===== config.mk =====
export PLATFORM = sky130hd
export DESIGN_NAME = bg_mem_port_arbiter
export DESIGN_NICKNAME = d
export VERILOG_FILES = /design/src/rtl/bg_mem_port_arbiter.sv
export SDC_FILE = /design/constraint.sdc
export NUM_CORES = 1
export LEC_CHECK = 0
export CORE_ASPECT_RATIO = 0.7
export CORE_UTILIZATION = 38
export DETAILED_ROUTE_END_ITERATION = 10
export PLACE_DENSITY = 0.81
export REMOVE_ABC_BUFFERS = 1
export SLEW_MARGIN = 10
export SYNTH_ARGS = -nofsm -noshare
export SYNTH_HDL_FRONTEND = slang
export SYNTH_SLANG_ARGS = --single-unit

===== constraint.sdc =====
create_clock -name clk_clk -period 2.73 [get_ports clk_clk]
set_input_delay 0.273 -clock clk_clk [delete_from_list [all_inputs] [get_ports clk_clk]]
set_output_delay 0.273 -clock clk_clk [all_outputs]
set_load 0.02 [all_outputs]

===== src/rtl/bg_mem_port_arbiter.sv =====
// Two-requester arbiter for the 16-bit background-memory s2 port.
// Requester 0 is the LT24 pixel fetch engine and requester 1 is the PIC32 SPI copy engine.
// The arbiter grants one transfer per cycle. It uses round-robin with an optional
// bounded burst lock, registers the command onto the memory port, and routes each
// read return to its issuer through an owner-tag pipeline matched to the read latency.
//
// Ports:
//   clk_clk, reset_reset        clock, synchronous active-high reset
//   rqN_req/lock/write          request, keep-grant hint, 1=write / 0=read
//   rqN_addr/wdata/be           word address, write data, byte enables
//   rqN_gnt                     transfer accepted this cycle (combinational)
//   rqN_rvalid/rdata            read return for requester N
//   mem_*                       s2 conduit (address, chipselect, clken, write,
//                               writedata, byteenable, readdata)
module bg_mem_port_arbiter #(
  parameter int unsigned ADDR_W       = 13,
  parameter int unsigned DATA_W       = 16,
  parameter int unsigned READ_LATENCY = 1,
  parameter int unsigned MAX_BURST    = 16
) (
  input  logic                clk_clk,
  input  logic                reset_reset,
  input  logic                rq0_req,
  input  logic                rq0_lock,
  input  logic                rq0_write,
  input  logic [ADDR_W-1:0]   rq0_addr,
  input  logic [DATA_W-1:0]   rq0_wdata,
  input  logic [DATA_W/8-1:0] rq0_be,
  output logic                rq0_gnt,
  output logic                rq0_rvalid,
  output logic [DATA_W-1:0]   rq0_rdata,
  input  logic                rq1_req,
  input  logic                rq1_lock,
  input  logic                rq1_write,
  input  logic [ADDR_W-1:0]   rq1_addr,
  input  logic [DATA_W-1:0]   rq1_wdata,
  input  logic [DATA_W/8-1:0] rq1_be,
  output logic                rq1_gnt,
  output logic                rq1_rvalid,
  output logic [DATA_W-1:0]   rq1_rdata,
  output logic [ADDR_W-1:0]   mem_address,
  output logic                mem_chipselect,
  output logic                mem_clken,
  output logic                mem_write,
  output logic [DATA_W-1:0]   mem_writedata,
  output logic [DATA_W/8-1:0] mem_byteenable,
  input  logic [DATA_W-1:0]   mem_readdata
);

  localparam int unsigned BeW       = DATA_W / 8;
  localparam int unsigned CntW      = $clog2(MAX_BURST + 1);
  localparam int unsigned TagStages = READ_LATENCY + 1;

  typedef enum logic [1:0] {StIdle, StOwn0, StOwn1} state_e;

  state_e             state_q;
  logic               last_q;
  logic [CntW-1:0]    burst_cnt_q;

  logic               burst_full;
  logic               hold0, hold1;
  logic               gnt0, gnt1;
  logic               lock_sel;
  state_e             own_st;

  logic               cs_q, we_q;
  logic [ADDR_W-1:0]  addr_q;
  logic [DATA_W-1:0]  wdata_q;
  logic [BeW-1:0]     be_q;

  logic [TagStages-1:0] tag_v_q, tag_o_q;
  logic                 rd_xfer;

  assign burst_full = (burst_cnt_q == CntW'(MAX_BURST));

  always_comb begin
    // The lock owner keeps the port unless it has used its full burst while the
    // other side waits. In that case the port falls through to round-robin.
    // last_q then points at the owner, so the waiting requester wins.
    hold0 = (state_q == StOwn0) && rq0_req && !(burst_full && rq1_req);
    hold1 = (state_q == StOwn1) && rq1_req && !(burst_full && rq0_req);
    gnt0  = 1'b0;
    gnt1  = 1'b0;
    if (reset_reset) begin
      gnt0 = 1'b0;
    end else if (hold0) begin
      gnt0 = 1'b1;
    end else if (hold1) begin
      gnt1 = 1'b1;
    end else if (rq0_req && rq1_req) begin
      gnt0 = last_q;
      gnt1 = !last_q;
    end else begin
      gnt0 = rq0_req;
      gnt1 = rq1_req;
    end
    lock_sel = gnt1 ? rq1_lock : rq0_lock;
    own_st   = gnt1 ? StOwn1 : StOwn0;
  end

  assign rq0_gnt = gnt0;
  assign rq1_gnt = gnt1;

  always_ff @(posedge clk_clk) begin
    if (reset_reset) begin
      state_q     <= StIdle;
      last_q      <= 1'b1;
      burst_cnt_q <= '0;
    end else if (gnt0 || gnt1) begin
      last_q <= gnt1;
      if (lock_sel) begin
        state_q <= own_st;
        if (state_q != own_st) begin
          burst_cnt_q <= CntW'(1);
        end else if (!burst_full) begin
          burst_cnt_q <= burst_cnt_q + CntW'(1);
        end
      end else begin
        state_q     <= StIdle;
        burst_cnt_q <= '0;
      end
    end else begin
      state_q     <= StIdle;
      burst_cnt_q <= '0;
    end
  end

  // Command register; payload fields hold their value between transfers.
  always_ff @(posedge clk_clk) begin
    if (reset_reset) begin
      cs_q    <= 1'b0;
      we_q    <= 1'b0;
      addr_q  <= '0;
      wdata_q <= '0;
      be_q    <= '0;
    end else if (gnt0 || gnt1) begin
      cs_q    <= 1'b1;
      we_q    <= gnt1 ? rq1_write : rq0_write;
      addr_q  <= gnt1 ? rq1_addr  : rq0_addr;
      wdata_q <= gnt1 ? rq1_wdata : rq0_wdata;
      be_q    <= gnt1 ? rq1_be    : rq0_be;
    end else begin
      cs_q <= 1'b0;
      we_q <= 1'b0;
    end
  end

  // Forcing the outputs low with reset makes the port quiet in the reset cycle itself.
  assign mem_clken      = !reset_reset;
  assign mem_chipselect = cs_q & !reset_reset;
  assign mem_write      = we_q & !reset_reset;
  assign mem_address    = addr_q & {ADDR_W{!reset_reset}};
  assign mem_writedata  = wdata_q & {DATA_W{!reset_reset}};
  assign mem_byteenable = be_q & {BeW{!reset_reset}};

  // Tag stage 0 matches the command cycle. Stage READ_LATENCY matches the data cycle.
  assign rd_xfer = (gnt0 && !rq0_write) || (gnt1 && !rq1_write);

  always_ff @(posedge clk_clk) begin
    if (reset_reset) begin
      tag_v_q <= '0;
      tag_o_q <= '0;
    end else begin
      tag_v_q <= {tag_v_q[TagStages-2:0], rd_xfer};
      tag_o_q <= {tag_o_q[TagStages-2:0], gnt1};
    end
  end

  assign rq0_rvalid = tag_v_q[TagStages-1] && !tag_o_q[TagStages-1] && !reset_reset;
  assign rq1_rvalid = tag_v_q[TagStages-1] &&  tag_o_q[TagStages-1] && !reset_reset;
  assign rq0_rdata  = mem_readdata;
  assign rq1_rdata  = mem_readdata;

endmodule


* Word level (Yosys, flattened, before mapping) *
Index checks and enable logic that the tools add are counted.

word-level totals
  register bits = 45
  input bits = 86
  output and inout port bits = 70
  logic and storage cells = 66

operators by class
  add/subtract/negate cells = 1
  equal/unequal tests = 5
  reduce and logical (&&, ||, !) cells = 25
  multiplexer cells = 17
  bitwise logic cells = 7

operator list
  operator               number
  $and A16 B16 Y16       1
  $mux W16               1
  $and A13 B13 Y13       1
  $logic_and A1 B1 Y1    13
  $mux W1                13
  $mux W13               1
  $logic_not A1 Y1       7
  $add A5 B1 Y5 const B  1
  $eq A5 B5 Y1 const B   1
  $mux W2                2
  $reduce_or A4 Y1       1
  $reduce_or A3 Y1       1
  $and A1 B1 Y1          2
  $and A2 B2 Y2          1
  $eq A2 B1 Y1 const B   1
  $eq A2 B2 Y1 const B   1
  $logic_or A1 B1 Y1     2
  $ne A2 B1 Y1 const B   1
  $ne A2 B2 Y1           1
  $not A1 Y1             2
  $reduce_or A2 Y1       1

* Longest topological paths before layout *
  depth after elaboration = 10
  gate-level depth with buffers = 10
  gate-level depth less buffers = 7

* Worst setup path before layout *
Ideal clock, no wire load.

  kind = reg-to-output
  start = register burst_cnt_q[0]
  end = output rq1_gnt
  data arrival time = 1.992 ns
  path slack = 0.465 ns
  stages on the path, launching flop included = 10
  data required time = 2.457 ns
  buffers on the path = 3
  path through = dfxtp_1 -> inv_1 -> ha_1 -> nor4bb_1 -> buf_4 -> and3_1 -> or3_4 -> buf_6 -> buf_6 -> nor2_1

between the ends
  longest elaborated chain between the ends = 7
  elaborated cells between the ends (all ways) = 10
  those cells by class = eq/ne (1); mux (3); reduce/logical (6)

ends and longest elaborated chain
  element                 line  RTL
  from (decl)             58    logic [CntW-1:0] burst_cnt_q;
  from (signal assigned)  114   burst_cnt_q <= CntW'(1);
  from (signal assigned)  116   burst_cnt_q <= burst_cnt_q + CntW'(1);
  $eq A5 B5 Y1 (*)        74    assign burst_full = (burst_cnt_q == CntW'(MAX_BURST));
  $logic_and A1 B1 Y1     81    hold1 = (state_q == StOwn1) && rq1_req && !(burst_full && rq0_req);
  $logic_not A1 Y1        81
  $logic_and A1 B1 Y1     81
  $mux W1                 88    end else if (hold1) begin
  $mux W1 (*)             86    end else if (hold0) begin
  $mux W1 (*)             84    if (reset_reset) begin
  to (decl)               38    output logic rq1_gnt,

Every way passes the cells marked *; elsewhere a longest branch is shown, timed or not.

* Final worst setup path *
  start = register burst_cnt_q[0]
  end = output rq0_gnt

between the ends
  longest elaborated chain between the ends = 7
  elaborated cells between the ends (all ways) = 10
  those cells by class = eq/ne (1); mux (3); reduce/logical (6)

ends and longest elaborated chain
  element              line  RTL
  $eq A5 B5 Y1 (*)     74
  $logic_and A1 B1 Y1  81
  $logic_not A1 Y1     81
  $logic_and A1 B1 Y1  81
  $mux W1              88
  $mux W1 (*)          86
  $mux W1 (*)          84
  to (decl)            29    output logic rq0_gnt,

Marks and branches as above.

==> results.sh <==
export IMPL_cts_buffers=5
export IMPL_synth_edff_count=0
export IMPL_clkTransAtPathRegs_ns=0.08
export IMPL_period_needed_ns=2.54
export IMPL_setup_tns_final_ns=0
export IMPL_slowest_delay_ns=0.36
export IMPL_fillers=663
export IMPL_yosys_top_cells_count="68 x nand2_1, 45 x dfxtp_1, 43 x nor2_1"
export IMPL_core_area_sq_um=6760
export IMPL_post_place_ws_ns=0.0499
export IMPL_synth_most_common_cell="nand2_1"
export IMPL_critical_path_class="register to output pin"
export IMPL_dieArea_sq_um=7350
export IMPL_die_w_um=102
export IMPL_fin_crit_sh_pct=93.0
export IMPL_place_hpwl_um=4990
export IMPL_finalClockSkew_ns=0.00393
export IMPL_synth_seq_cells=45
export IMPL_clkSinkCount=45
export IMPL_nets=472
export IMPL_grt_usage_pct=18.9
export IMPL_path_cells="inv_1 > ha_1 > nor4bb_4 > buf_4 > mux2_1 > nand2_1 > nor2_1 > dlygate4sd2_1"
export IMPL_grt_pass1_vias=2385
export IMPL_drt_wl_total_um=6820
export IMPL_drive_gt1_share_pct=11.2
export IMPL_syn_area_sq_um=2660
export IMPL_hp_start="tag_o_q[0]"
export IMPL_maxCapViolations=0
export IMPL_yosysTopAreaCellShare_pct=33.8
export IMPL_antenna_found_initial=0
export IMPL_min_path_type="register to register"
export IMPL_fin_ws_ns=0.192
export IMPL_p_leak_uw=0.00132
export IMPL_outcome="finished, final reports clean"
export IMPL_syn_inst=318
export IMPL_worstPathMaxFanout=6
export IMPL_via_per_inst=4.96
export IMPL_num_vias=2371
export IMPL_fmax_mhz=394
export IMPL_ioPinCount=156
export IMPL_vdd_drop_max_v=0.000208
export IMPL_synth_avg_cell_area_sq_um=8.37
export IMPL_holdBufCountCts=0
export IMPL_crit_path_end_kind="output pin"
export IMPL_hold_viol_final=0
export IMPL_ys_types=33
export IMPL_slowest_stage="nor4bb_4"
export IMPL_grt_pass1_wl_um=10900
export IMPL_gp_congestion=0.827
export IMPL_crit_start="burst_cnt_q[0]"
export IMPL_cts_tree="yes"
export IMPL_rr_startpoint="burst_cnt_q[0]"
export IMPL_drc_errors=0
export IMPL_synth_ff_type="dfxtp_1"
export IMPL_root_buffer="clkbuf_8"
export IMPL_drtAntennaViolNets=0
export IMPL_clk_insertion_delay_late_ns=0.29
export IMPL_startpoint_type="register"
export IMPL_wl_per_cell_um=14.3
export IMPL_grt_max_degree=66
export IMPL_setup_viol=0
export IMPL_tightestPinTransition_ns=0.775
export IMPL_p_per_area_nw_per_um2=439
export IMPL_cp_required_ns=2.46
export IMPL_maxSlewViolCount=0
export IMPL_initial_core_util_pct=39.4
export IMPL_areaGrowthSynthToFinish_pct=36.1
export IMPL_grt_overflow=0
export IMPL_grt_setup_unrepaired="false"
export IMPL_firstDrtPassIters=4
export IMPL_yosysTopAreaCell="dfxtp_1"
export IMPL_relSlewSlack_pct=48.3
export IMPL_synth_top_cells_by_area="dfxtp_1 34%, a311oi_2 15%, buf_4 10%"
export IMPL_antennaDiodeCount=0
export IMPL_yosys_warnings=0
export IMPL_die_h_um=72.0
export IMPL_port_buffer_count=107
export IMPL_num_rows=25
export IMPL_postSynth_asyncResetShare_pct=0
export IMPL_crit_arrival_ns=2.27
export IMPL_cts_max_path_buffers=2
export IMPL_yosysSeqAreaShare_pct=33.8
export IMPL_cts_max_level=2
export IMPL_drt_initial_drc_count=96
-- worst max-delay path: cells and delay by family, from the launching register on --
| kind | cells | cell delay, ns |
|---|---|---|
| buffers and inverters | 3 | 0.64 |
| adder cells (fa/ha/maj) | 1 | 0.15 |
| AND/OR/NAND/NOR | 3 | 0.49 |
| flip-flops | 1 | 0.35 |
| multiplexers | 1 | 0.34 |
-- layout make-up --
| cell class | instances | area [sq um] | share of cell area, % |
|---|---|---|---|
| flip-flops and latches | 45 | 901 | 24.9 |
| repair buffers | 114 | 1130 | 31.1 |
| clock buffers | 7 | 86.3 | 2.38 |
| multi-input cells | 215 | 1380 | 38.1 |
| inverters | 3 | 11.3 | 0.311 |
| well taps | 94 | 118 | 3.24 |
-- state kept, by name (all words and copies together), names as in the netlist --
signal / cells
last_q: 1
wdata_q: 16
tag_v_q: 2
be_q: 2
cs_q: 1
state_q: 2
tag_o_q: 2
burst_cnt_q: 5
addr_q: 13
we_q: 1
-- layer usage --
| layer | part of all wire [%] | global-route usage, % | routed length, um |
|---|---|---|---|
| met1 | 43 | 21.7 | 2930 |
| met2 | 46 | 31.2 | 3110 |
| met3 | 11 | 9.44 | 732 |
| met4 | 0.60 | 4.29 | 41 |
| met5 | 0 | 1.40 | 0 |
-- power by group --
part | total, uW | switching (uW) | internal, uW
Sequential | 734 | 24.5 | 709
Clock | 419 | 218 | 201
Combinational | 440 | 207 | 233
Total | 1590 | 449 | 1140
-- cell usage in the layout (no fill, tap or decap), types with 4 or more instances in the layout --
master	netlist	layout
buf_4	36	6
clkbuf_8	0	6
a311oi_1	4	4
nor2b_1	36	36
nand2_1	68	68
clkdlybuf4s50_1	0	104
dfxtp_1	45	45
nand3_1	4	4
nor2_1	43	43
a311oi_2	27	27
-- final timing paths --
check / slack, ns / depth (start not counted) / to
min: 0.44 / 1 / tag_o_q[1]
max reg2reg: 0.27 / 8 / wdata_q[1]
min reg2reg: 0.44 / 1 / tag_o_q[1]
max: 0.19 / 8 / rq0_gnt
-- cells by family after synthesis --
kind of cell,share of synthesized area (%)
fa+ha+maj,0.940
simple gates,29.5
buf+inv,14.9
compound gates,18.7
mux,0.799
xor+xnor,1.32
flops,33.8
-- repair_timing --
action | CTS | global route
resized for setup | 4 | 0
setup buffers | 0 | 0
endpoints found under the setup margin | 2 | 0
-- metrics by stage --
step / hold WS, ns / util, % / cell area (sq um) / cells / total power (uW)
3_5_place_dp: 0.429 / 52.2 / 3530 / 471 / 1190
5_1_grt: 0.470 / 53.6 / 3620 / 478 / 1680
6_report: 0.444 / 53.6 / 3620 / 478 / 1590
4_1_cts: 0.449 / 53.6 / 3620 / 478 / 1620
2_1_floorplan: 0.341 / - / 2280 / 263 / 959
3_3_place_gp: 0.424 / 52.2 / 3530 / 471 / 1180
(Power assumes the default switching activity.)
